<file path="config.mk">
export PLATFORM = sky130hd
export DESIGN_NAME = amstrad_mem_arbiter
export DESIGN_NICKNAME = d
export VERILOG_FILES = /design/src/rtl/amstrad_mem_arbiter.sv
export SDC_FILE = /design/constraint.sdc
export NUM_CORES = 1
export LEC_CHECK = 0
export BUFFER_PORTS_ARGS = -buffer_cell sky130_fd_sc_hd__clkbuf_2
export CORE_MARGIN = 2
export CORE_UTILIZATION = 43
export CTS_BUF_LIST = sky130_fd_sc_hd__clkbuf_8
export CTS_CLUSTER_SIZE = 12
export DETAILED_ROUTE_END_ITERATION = 10
export MAX_ROUTING_LAYER = met4
export PLACE_DENSITY = 0.78
export SKIP_CTS_REPAIR_TIMING = 1
export SLEW_MARGIN = 30
export SYNTH_ARGS = -nofsm -noshare
export SYNTH_HDL_FRONTEND = slang
export SYNTH_SLANG_ARGS = --single-unit
</file>
<file path="constraint.sdc">
create_clock -name clk -period 8.2 [get_ports clk]
set_input_delay 0 -clock clk [delete_from_list [all_inputs] [get_ports clk]]
set_output_delay 0 -clock clk [all_outputs]
set_load 0.03 [all_outputs]
</file>
<file path="src/rtl/amstrad_mem_arbiter.sv">
// Request/acknowledge scheduler sharing one SDRAM front-end port between
// Gate Array video fetch, the Z80 CPU and the ROM/disk loader.
module amstrad_mem_arbiter #(
    parameter int AW          = 23,
    parameter int LD_MAX_SKIP = 4
) (
    input  logic          clk,
    input  logic          reset,
    // video fetch
    input  logic          vid_req,
    input  logic [14:0]   vid_addr,
    output logic [15:0]   vid_data,
    output logic          vid_valid,
    output logic          vid_overrun,
    // Z80 CPU
    input  logic          cpu_rd,
    input  logic          cpu_wr,
    input  logic [AW-1:0] cpu_addr,
    input  logic [7:0]    cpu_dout,
    output logic [7:0]    cpu_din,
    output logic          cpu_wait,
    // loader
    input  logic          ld_wr,
    input  logic [AW-1:0] ld_addr,
    input  logic [7:0]    ld_data,
    output logic          ld_busy,
    // memory port
    output logic          mem_req,
    output logic          mem_we,
    output logic [AW-1:0] mem_addr,
    output logic [7:0]    mem_wdata,
    input  logic [15:0]   mem_rdata,
    input  logic          mem_ack
);

    typedef enum logic {
        ST_IDLE = 1'b0,
        ST_BUSY = 1'b1
    } state_t;

    typedef enum logic [1:0] {
        SRC_VID = 2'd0,
        SRC_CPU = 2'd1,
        SRC_LD  = 2'd2
    } src_t;

    localparam logic [2:0] SKIP_MAX = 3'(LD_MAX_SKIP);

    // Byte lane of a 16-bit memory word selected by the byte address LSB.
    function automatic logic [7:0] pick_byte(input logic [15:0] word, input logic hi);
        pick_byte = hi ? word[15:8] : word[7:0];
    endfunction

    state_t        state_r;
    state_t        state_nxt_s;
    src_t          owner_r;
    src_t          sel_src_s;

    logic          grant_vid_s;
    logic          grant_cpu_s;
    logic          grant_ld_s;
    logic          issue_s;
    logic          done_s;

    logic          vpend_r;
    logic [14:0]   vaddr_r;

    logic          cpu_strobe_s;
    logic          cpu_rise_s;
    logic          cpu_strobe_d_r;
    logic          cpend_r;
    logic [AW-1:0] caddr_r;
    logic          cwe_r;
    logic [7:0]    cdata_r;
    logic          cpu_done_r;

    logic          ld_accept_s;
    logic          lpend_r;
    logic [AW-1:0] laddr_r;
    logic [7:0]    ldata_r;
    logic [2:0]    skip_r;

    logic          sel_we_s;
    logic [AW-1:0] sel_addr_s;
    logic [7:0]    sel_wdata_s;

    logic          mem_req_r;
    logic          mem_we_r;
    logic [AW-1:0] mem_addr_r;
    logic [7:0]    mem_wdata_r;
    logic [15:0]   vid_data_r;
    logic          vid_valid_r;
    logic          vid_overrun_r;
    logic [7:0]    cpu_din_r;
    logic          ld_busy_r;

    assign cpu_strobe_s = cpu_rd | cpu_wr;
    assign cpu_rise_s   = cpu_strobe_s & ~cpu_strobe_d_r;
    // A loader pulse while the previous write is still outstanding is dropped.
    assign ld_accept_s  = ld_wr & ~ld_busy_r;
    assign issue_s      = grant_vid_s | grant_cpu_s | grant_ld_s;
    assign done_s       = (state_r == ST_BUSY) & mem_ack;

    assign mem_req      = mem_req_r;
    assign mem_we       = mem_we_r;
    assign mem_addr     = mem_addr_r;
    assign mem_wdata    = mem_wdata_r;
    assign vid_data     = vid_data_r;
    assign vid_valid    = vid_valid_r;
    assign vid_overrun  = vid_overrun_r;
    assign cpu_din      = cpu_din_r;
    assign ld_busy      = ld_busy_r;
    assign cpu_wait     = cpu_strobe_s & ~cpu_done_r;

    // Next-state and winner selection; the loader overtakes the CPU once it has been skipped enough.
    always_comb begin
        state_nxt_s = state_r;
        grant_vid_s = 1'b0;
        grant_cpu_s = 1'b0;
        grant_ld_s  = 1'b0;
        case (state_r)
            ST_IDLE: begin
                if (vpend_r) begin
                    grant_vid_s = 1'b1;
                end else if (cpend_r && !(lpend_r && (skip_r == SKIP_MAX))) begin
                    grant_cpu_s = 1'b1;
                end else if (lpend_r) begin
                    grant_ld_s = 1'b1;
                end else begin
                    grant_vid_s = 1'b0;
                end
                if (vpend_r || cpend_r || lpend_r) begin
                    state_nxt_s = ST_BUSY;
                end else begin
                    state_nxt_s = ST_IDLE;
                end
            end
            ST_BUSY: begin
                if (mem_ack) begin
                    state_nxt_s = ST_IDLE;
                end else begin
                    state_nxt_s = ST_BUSY;
                end
            end
            default: begin
                state_nxt_s = ST_IDLE;
            end
        endcase
    end

    // Address/data/direction of the granted requester.
    always_comb begin
        sel_src_s   = SRC_VID;
        sel_we_s    = 1'b0;
        sel_addr_s  = {{(AW-16){1'b0}}, vaddr_r, 1'b0};
        sel_wdata_s = 8'h00;
        if (grant_cpu_s) begin
            sel_src_s   = SRC_CPU;
            sel_we_s    = cwe_r;
            sel_addr_s  = caddr_r;
            sel_wdata_s = cdata_r;
        end else if (grant_ld_s) begin
            sel_src_s   = SRC_LD;
            sel_we_s    = 1'b1;
            sel_addr_s  = laddr_r;
            sel_wdata_s = ldata_r;
        end else begin
            sel_src_s   = SRC_VID;
        end
    end

    // FSM state register.
    always_ff @(posedge clk or posedge reset) begin
        if (reset) begin
            state_r <= ST_IDLE;
        end else begin
            state_r <= state_nxt_s;
        end
    end

    // Video pending latch; a second request before issue replaces the address and flags overrun.
    always_ff @(posedge clk or posedge reset) begin
        if (reset) begin
            vpend_r       <= 1'b0;
            vaddr_r       <= 15'd0;
            vid_overrun_r <= 1'b0;
        end else begin
            if (vid_req) begin
                vpend_r <= 1'b1;
                vaddr_r <= vid_addr;
                if (vpend_r && !grant_vid_s) begin
                    vid_overrun_r <= 1'b1;
                end
            end else if (grant_vid_s) begin
                vpend_r <= 1'b0;
            end
        end
    end

    // CPU pending latch, captured on the rising edge of the strobe.
    always_ff @(posedge clk or posedge reset) begin
        if (reset) begin
            cpu_strobe_d_r <= 1'b0;
            cpend_r        <= 1'b0;
            caddr_r        <= '0;
            cwe_r          <= 1'b0;
            cdata_r        <= 8'h00;
        end else begin
            cpu_strobe_d_r <= cpu_strobe_s;
            if (cpu_rise_s) begin
                cpend_r <= 1'b1;
                caddr_r <= cpu_addr;
                cwe_r   <= cpu_wr;
                cdata_r <= cpu_dout;
            end else if (grant_cpu_s) begin
                cpend_r <= 1'b0;
            end
        end
    end

    // CPU completion flag; released once the CPU drops both strobes.
    always_ff @(posedge clk or posedge reset) begin
        if (reset) begin
            cpu_done_r <= 1'b0;
        end else if (!cpu_strobe_s) begin
            cpu_done_r <= 1'b0;
        end else if (done_s && (owner_r == SRC_CPU)) begin
            cpu_done_r <= 1'b1;
        end
    end

    // Loader pending latch and busy flag.
    always_ff @(posedge clk or posedge reset) begin
        if (reset) begin
            lpend_r   <= 1'b0;
            laddr_r   <= '0;
            ldata_r   <= 8'h00;
            ld_busy_r <= 1'b0;
        end else begin
            if (ld_accept_s) begin
                lpend_r   <= 1'b1;
                laddr_r   <= ld_addr;
                ldata_r   <= ld_data;
                ld_busy_r <= 1'b1;
            end else begin
                if (grant_ld_s) begin
                    lpend_r <= 1'b0;
                end
                if (done_s && (owner_r == SRC_LD)) begin
                    ld_busy_r <= 1'b0;
                end
            end
        end
    end

    // Count CPU grants that bypass a waiting loader write.
    always_ff @(posedge clk or posedge reset) begin
        if (reset) begin
            skip_r <= 3'd0;
        end else if (grant_ld_s) begin
            skip_r <= 3'd0;
        end else if (grant_cpu_s && lpend_r && (skip_r < SKIP_MAX)) begin
            skip_r <= skip_r + 3'd1;
        end
    end

    // Memory command registers; address and data hold until the next issue.
    always_ff @(posedge clk or posedge reset) begin
        if (reset) begin
            mem_req_r   <= 1'b0;
            mem_we_r    <= 1'b0;
            mem_addr_r  <= '0;
            mem_wdata_r <= 8'h00;
            owner_r     <= SRC_VID;
        end else begin
            mem_req_r <= issue_s;
            if (issue_s) begin
                mem_we_r    <= sel_we_s;
                mem_addr_r  <= sel_addr_s;
                mem_wdata_r <= sel_wdata_s;
                owner_r     <= sel_src_s;
            end
        end
    end

    // Result delivery on acknowledge; acks outside BUSY never reach here.
    always_ff @(posedge clk or posedge reset) begin
        if (reset) begin
            vid_data_r  <= 16'h0000;
            vid_valid_r <= 1'b0;
            cpu_din_r   <= 8'h00;
        end else begin
            vid_valid_r <= done_s && (owner_r == SRC_VID);
            if (done_s && (owner_r == SRC_VID)) begin
                vid_data_r <= mem_rdata;
            end
            if (done_s && (owner_r == SRC_CPU) && !mem_we_r) begin
                cpu_din_r <= pick_byte(mem_rdata, mem_addr_r[0]);
            end
        end
    end

endmodule

</file>
==> reports/metrics.yaml, run 1 <==
status:
  status: "finished clean"
sta:
  hold_viol_final: 0
  setup_viol: 0
  slew_violations: 0
  max_clock_freq_mhz: 420.2
  rsz0062_at_grt: "false"
  fin_crit_sh_pct: 29.03
  period_needed_ns: 2.380
  hold_slack_ns: 0.04402
  tns_ns: 0
  fin_skew_ns: 0.01307
  tightest_slew_ns: 0.9348
  maxSlewHeadroom_pct: 37.68
power:
  comb_power_share_pct: 29.4
  power_leakage_nw: 4.043
  p_sw_share_pct: 33.72
  internal-power_w: 0.001645
  sequentialPowerShare_pct: 44.9
  powerDensity_nw_per_um2: 286.8
  p_switching_w: 0.0008366
  ir_worst_vdd_mv: 0.1575
  clock_power_share_pct: 25.7
critical_path:
  crit_chain: "nand3_2 -> or3_1 -> a32o_1"
  r2r_end: "mem_addr[14]$_DFFE_PP0P_"
  worst_setup_path_end_kind: "flop"
  slowest_delay_ns: 0.77
  reg2reg_from: "lpend_r$_DFFE_PP0P_"
  slowest_stage: "dfrtp_1"
  path_buf_inv: 0
  crit_fanout: 32
  cp.arrival_ns: 2.71
  reg2reg_depth: 3
  crit_cells: 3
  worst_setup_path_start_kind: "flop"
  crit_path_end: "mem_addr[14]$_DFFE_PP0P_"
  cp.required_ns: 8.53
  critical_path_class: "flop to flop"
  path_delay_family: "simple AND/OR/NAND/NOR gates"
  r2r_slack_ns: 5.82
  startpoint: "lpend_r$_DFFE_PP0P_"
routing:
  first_pass_iters: 5
  route.detailed.drc: 0
  vias_per_cell: 5.326
  drt_iter0_markers: 373
  vias: 4916
  wl_per_cell_um: 18.08
  ant_nets: 0
  wirelength_um: 16690
cts:
  clockRootBuffer: "clkbuf_8"
  cts_buffers: 17
  clk_path_buf_depth: 2
  cts-htree-levels: 4
  clkTransAtPathRegs_ns: 0.08
  cts.sink_count: 149
  cts_tree: "built"
  clk_latency_ns: 0.45
final_layout:
  nFillCells: 1128
  final_cell_mix: "160 x clkbuf_2, 149 x dfrtp_1, 98 x dlygate4sd3_1"
  final_nets: 828
  area_delta_synth_final_pct: 37.83
  fin_util_pct: 59.98
  stdcell_area_um2: 8652
  final_common_cell: "clkbuf_2"
  drive_gt1_share_pct: 40.38
place:
  port_buffers: 160
  placed_area_um2: 7189
  dp_hpwl_um: 10440
  gp_congestion: 0.7989
global_routing:
  overflow: 0
  use_met1_pct: 24.54
  grt_max_degree: 84
  first_global_vias: 4820
  grt_use_total_pct: 20.53
  grt_antenna_before_repair: 0
  grt_pass1_wl_um: 24440
  grt-busiest-layer: "met2"
  use_met3_pct: 6.014
  gr-usage-met2_pct: 33.17
hold_path:
  hold_path_class: "input port to flop"
  hp-start: "ld_wr"
floorplanning:
  die_y_um: 124.8
  initial_utilization_pct: 43.52
  die-area_um2: 15580
  io_pins: 161
  core_um2: 14420
  die_x_um: 124.8
  rows: 44
logic_synthesis:
  async_reset_ff_share_pct: 100.0
  synthCells: 480
  synth-seq-cells: 149
  synth_flop_cell: "dfrtp_1"
  synth.distinct_cells: 34
  seq_area_frac_synth_pct: 59.40
  syn_area_um2: 6277
  synth_area_per_cell_um2: 13.08
  syn_nets: 582
  synth_edf_count: 0
  yosysWarnings: 0
flow_run:
  cap_violations: 0
[cells by family (layout without fill, tap and decap cells)]
kind of cell | Yosys count | count (layout) | share of synthesized area (%)
other cells | 0 | 1 | 0
compound gates | 75 | 75 | 9.787
flops | 149 | 149 | 59.40
mux | 96 | 96 | 17.20
simple gates | 99 | 99 | 9.269
fa+ha+maj | 2 | 2 | 0.3986
buf+inv | 59 | 317 | 3.946
[how the worst min path moves through the flow]
stage	endpoint	cells after the start
after floorplan	vaddr_r[14]$_DFFE_PP0P_	1
after global placement	vid_data[13]$_DFFE_PP0P_	2
after detailed placement	vid_data[13]$_DFFE_PP0P_	2
after CTS	vid_data[6]$_DFFE_PP0P_	2
after global routing	ld_busy$_DFFE_PP0P_	3
final	ld_busy$_DFFE_PP0P_	3
[power by group through the flow]
stage	sequential [W]	combinational, W	clock, W
4_1_cts	0.00111	0.000688	0.000653
5_1_grt	0.00114	0.000780	0.000683
3_5_place_dp	0.00112	0.000686	0
2_1_floorplan	0.00123	0.000347	0
3_3_place_gp	0.00111	0.000662	0
6_report	0.00112	0.000729	0.000637
[Yosys cell counts (all sizes together) (4+ instances only)]
library cell / n / area [um^2]
a32o: 15 / 150.1
clkbuf: 17 / 63.81
or3: 31 / 193.9
a221o: 17 / 170.2
buf: 18 / 93.83
nand2: 33 / 123.9
and4: 16 / 140.1
dfrtp: 149 / 3729
o21ai: 16 / 80.08
inv: 24 / 90.09
a21o: 4 / 30.03
nor2: 6 / 25.03
a221oi: 15 / 131.4
mux2: 95 / 1070
[area by class of cell]
class,instances,area [um^2],share of cell area [%]
repair buffers,262,1832,21.17
multi-input cells,272,2317,26.78
well taps,184,230.2,2.661
clock inverters,12,185.2,2.140
diodes,1,2.502,0.02892
clock buffers,19,261.5,3.022
inverters,24,95.09,1.099
flip-flops and latches,149,3729,43.09
[worst min-delay path, cell delays in order]
cell and delay (ns):
clkbuf_2 0.08, nor2b_4 0.20, a21o_1 0.17
[metrics by stage]
stage          setup WS (ns)  total power (W)  cells
2_1_floorplan          4.192         0.001580    480
3_3_place_gp           6.022         0.001773    792
3_5_place_dp           5.880         0.001810    792
4_1_cts                5.864         0.002453    823
5_1_grt                5.705         0.002605    922
6_report               5.820         0.002481    923
[registers in the layout, summed over array words and instances (netlist names), 2 cells and up]
| name | cells |
|---|---|
| mem_wdata | 8 |
| vid_data | 16 |
| laddr_r | 23 |
| owner_r | 2 |
| mem_addr | 23 |
| vaddr_r | 15 |
| cdata_r | 8 |
| caddr_r | 23 |
| ldata_r | 8 |
| skip_r | 3 |
| cpu_din | 8 |
[routing by layer]
| layer | vias to the layer above | part of all wire [%] |
|---|---|---|
| met2 | 193 | 51 |
| met4 | 0 | 2.7 |
| met3 | 38 | 5.4 |
| li1 | 2253 | - |
| met1 | 2432 | 40 |
| met5 | - | 0 |
Power figures use the tool's default switching activity.
==> run 2, diff against run 1 <==
==> constraint.sdc (replaced) <==
create_clock -name clk -period 2.33 [get_ports clk]
set_input_delay 0 -clock clk [delete_from_list [all_inputs] [get_ports clk]]
set_output_delay 0 -clock clk [all_outputs]
set_load 0.03 [all_outputs]
==> run 2 against run 1 <==
  * Global-route usage is 0.39 points higher
  * Setup slack worse by 5.4 ns
  * Count of clock-buffer cells in the layout is 1 higher
  * Critical path depth is 1 higher
  * Largest cell class unchanged
==> reports/metrics.yaml, run 2 (synthesized netlist as in run 1, its figures left out) <==
status:
  status: "finished clean"
power:
  finalPower_w: 0.008534  # +240%
  powerDensity_nw_per_um2: 982.7  # +240%
  power_leakage_nw: 4.074  # +0.75%
  ir_worst_vdd_mv: 0.4635  # +190%
cts:
  clk_path_buf_depth: 2  # unchanged
  cts_buffers: 17  # unchanged
  cts.sink_count: 149  # unchanged
  clkTransAtPathRegs_ns: 0.08  # about the same
  clk_latency_ns: 0.46  # about the same
  clockRootBuffer: "clkbuf_8"
  cts-htree-levels: 4  # unchanged
  cts_tree: "built"
hold_path:
  hold_path_class: "input port to flop"
critical_path:
  worst_setup_path_start_kind: "flop"
  crit_chain: "buf_4 -> and3_1 -> or3_1 -> a32o_1"
  critical_path_class: "flop to flop"
  cp.arrival_ns: 2.30  # -0.41 ns
  slowest_delay_ns: 0.54  # -0.23 ns
  worst_setup_path_end_kind: "flop"
  slowest_stage: "dfrtp_1"
  cp.required_ns: 2.67  # -5.86 ns
  crit_fanout: 16  # -50%
final_layout:
  final_cell_mix: "160 x clkbuf_2, 149 x dfrtp_1, 98 x dlygate4sd3_1"
  nFillCells: 1104  # -2.1%
  area_delta_synth_final_pct: 38.35
  drive_gt1_share_pct: 41.12  # +0.74 points
  layout.cells.non_filler: 934  # +1.2%
  final_common_cell: "clkbuf_2"
  fin_util_pct: 60.21  # +0.23 points
  final_nets: 838  # +1.2%
sta:
  maxSlewHeadroom_pct: 43.29  # +5.6 points
  setup_viol: 0  # unchanged
  hold_viol_final: 0  # unchanged
  fin_skew_ns: 0.01251  # -0.0005618 ns
  tns_ns: 0  # unchanged
  rsz0062_at_grt: "false"
  fin_crit_sh_pct: 84.09  # +55 points
  tightest_slew_ns: 0.8488  # -0.08595 ns
  max_clock_freq_mhz: 510.4  # +21%
  slew_violations: 0  # unchanged
  period_needed_ns: 1.959  # -0.4209 ns
global_routing:
  first_global_vias: 4877  # +1.2%
  grt_antenna_before_repair: 0  # unchanged
  grt_max_degree: 62  # -26%
  grt_use_total_pct: 20.91  # +0.39 points
  grt_pass1_wl_um: 24740  # +1.2%
  overflow: 0  # unchanged
routing:
  route.detailed.drc: 0  # unchanged
  vias_per_cell: 5.438  # +2.1%
  wl_per_cell_um: 18.46  # +2.1%
  ant_nets: 0  # unchanged
  wirelength_um: 17250  # +3.3%
  vias: 5079  # +3.3%
  first_pass_iters: 4  # -1
  drt_iter0_markers: 327  # -12%
flow_run:
  cap_violations: 0  # unchanged
floorplanning:
  rows: 44  # unchanged
  die-area_um2: 15580  # unchanged
  io_pins: 161  # unchanged
  initial_utilization_pct: 43.52  # unchanged
  core_um2: 14420  # unchanged
  die_x_um: 124.8  # unchanged
  die_y_um: 124.8  # unchanged
place:
  gp_congestion: 0.8241  # +3.2%
  dp_hpwl_um: 10810  # +3.5%
  dp_cells: 803  # +1.4%
  port_buffers: 160  # unchanged
[run 2: final cells by class]
type	count	area, um^2	area share (%)
flip-flops and latches	149	3729	42.93
multi-input cells	272	2317	26.68
repair buffers	272	1924	22.16
clock buffers	20	275.3	3.170
well taps	184	230.2	2.651
clock inverters	12	112.6	1.297
inverters	24	93.84	1.081
diodes	1	2.502	0.02881
[run 2: per-stage QoR]
stage / area (um^2) / hold slack [ns] / setup WS [ns]
floorplan: 6281 / 0.1073 / 0.4550
detailed placement: 7311 / 0.1884 / 0.3989
global placement: 7311 / 0.1645 / 0.4998
CTS: 7699 / -0.3106 / 0.3771
finish: 8685 / 0.1557 / 0.3708
global route: 8682 / 0.1439 / 0.2690
[run 2: final timing paths]
kind	startpoint	end	slack, ns	depth (start not counted)
worst max-delay path	lpend_r$_DFFE_PP0P_	mem_addr[8]$_DFFE_PP0P_	0.37	4
worst min-delay path	vid_req	vaddr_r[6]$_DFFE_PP0P_	0.16	3
worst max register to register	lpend_r$_DFFE_PP0P_	mem_addr[8]$_DFFE_PP0P_	0.37	4
worst min register to register	vid_overrun$_DFFE_PP0P_	vid_overrun$_DFFE_PP0P_	0.50	1
max in group asynchronous	reset	mem_addr[1]$_DFFE_PP0P_	1.30	4
min in group asynchronous	reset	laddr_r[12]$_DFFE_PP0P_	0.23	3
[run 2: metal layers]
layer / GRT usage, % / wire length (um)
met1: 25.85 / 6937
met2: 32.56 / 8807
met3: 6.186 / 903
met4: 8.301 / 597
met5: - / 0
[run 2: critical path, delay by kind of cell, from the launching register on]
family | cells | cell delay, ns
simple gates | 2 | 0.81
flops | 1 | 0.54
compound gates | 1 | 0.24
buf+inv | 1 | 0.26
[run 2: report_power, final]
group          switching (W)  leakage, nW  internal [W]
registers           0.000544         1.79       0.00334
logic                0.00152         2.07       0.00116
clock network       0.000955        0.212       0.00102
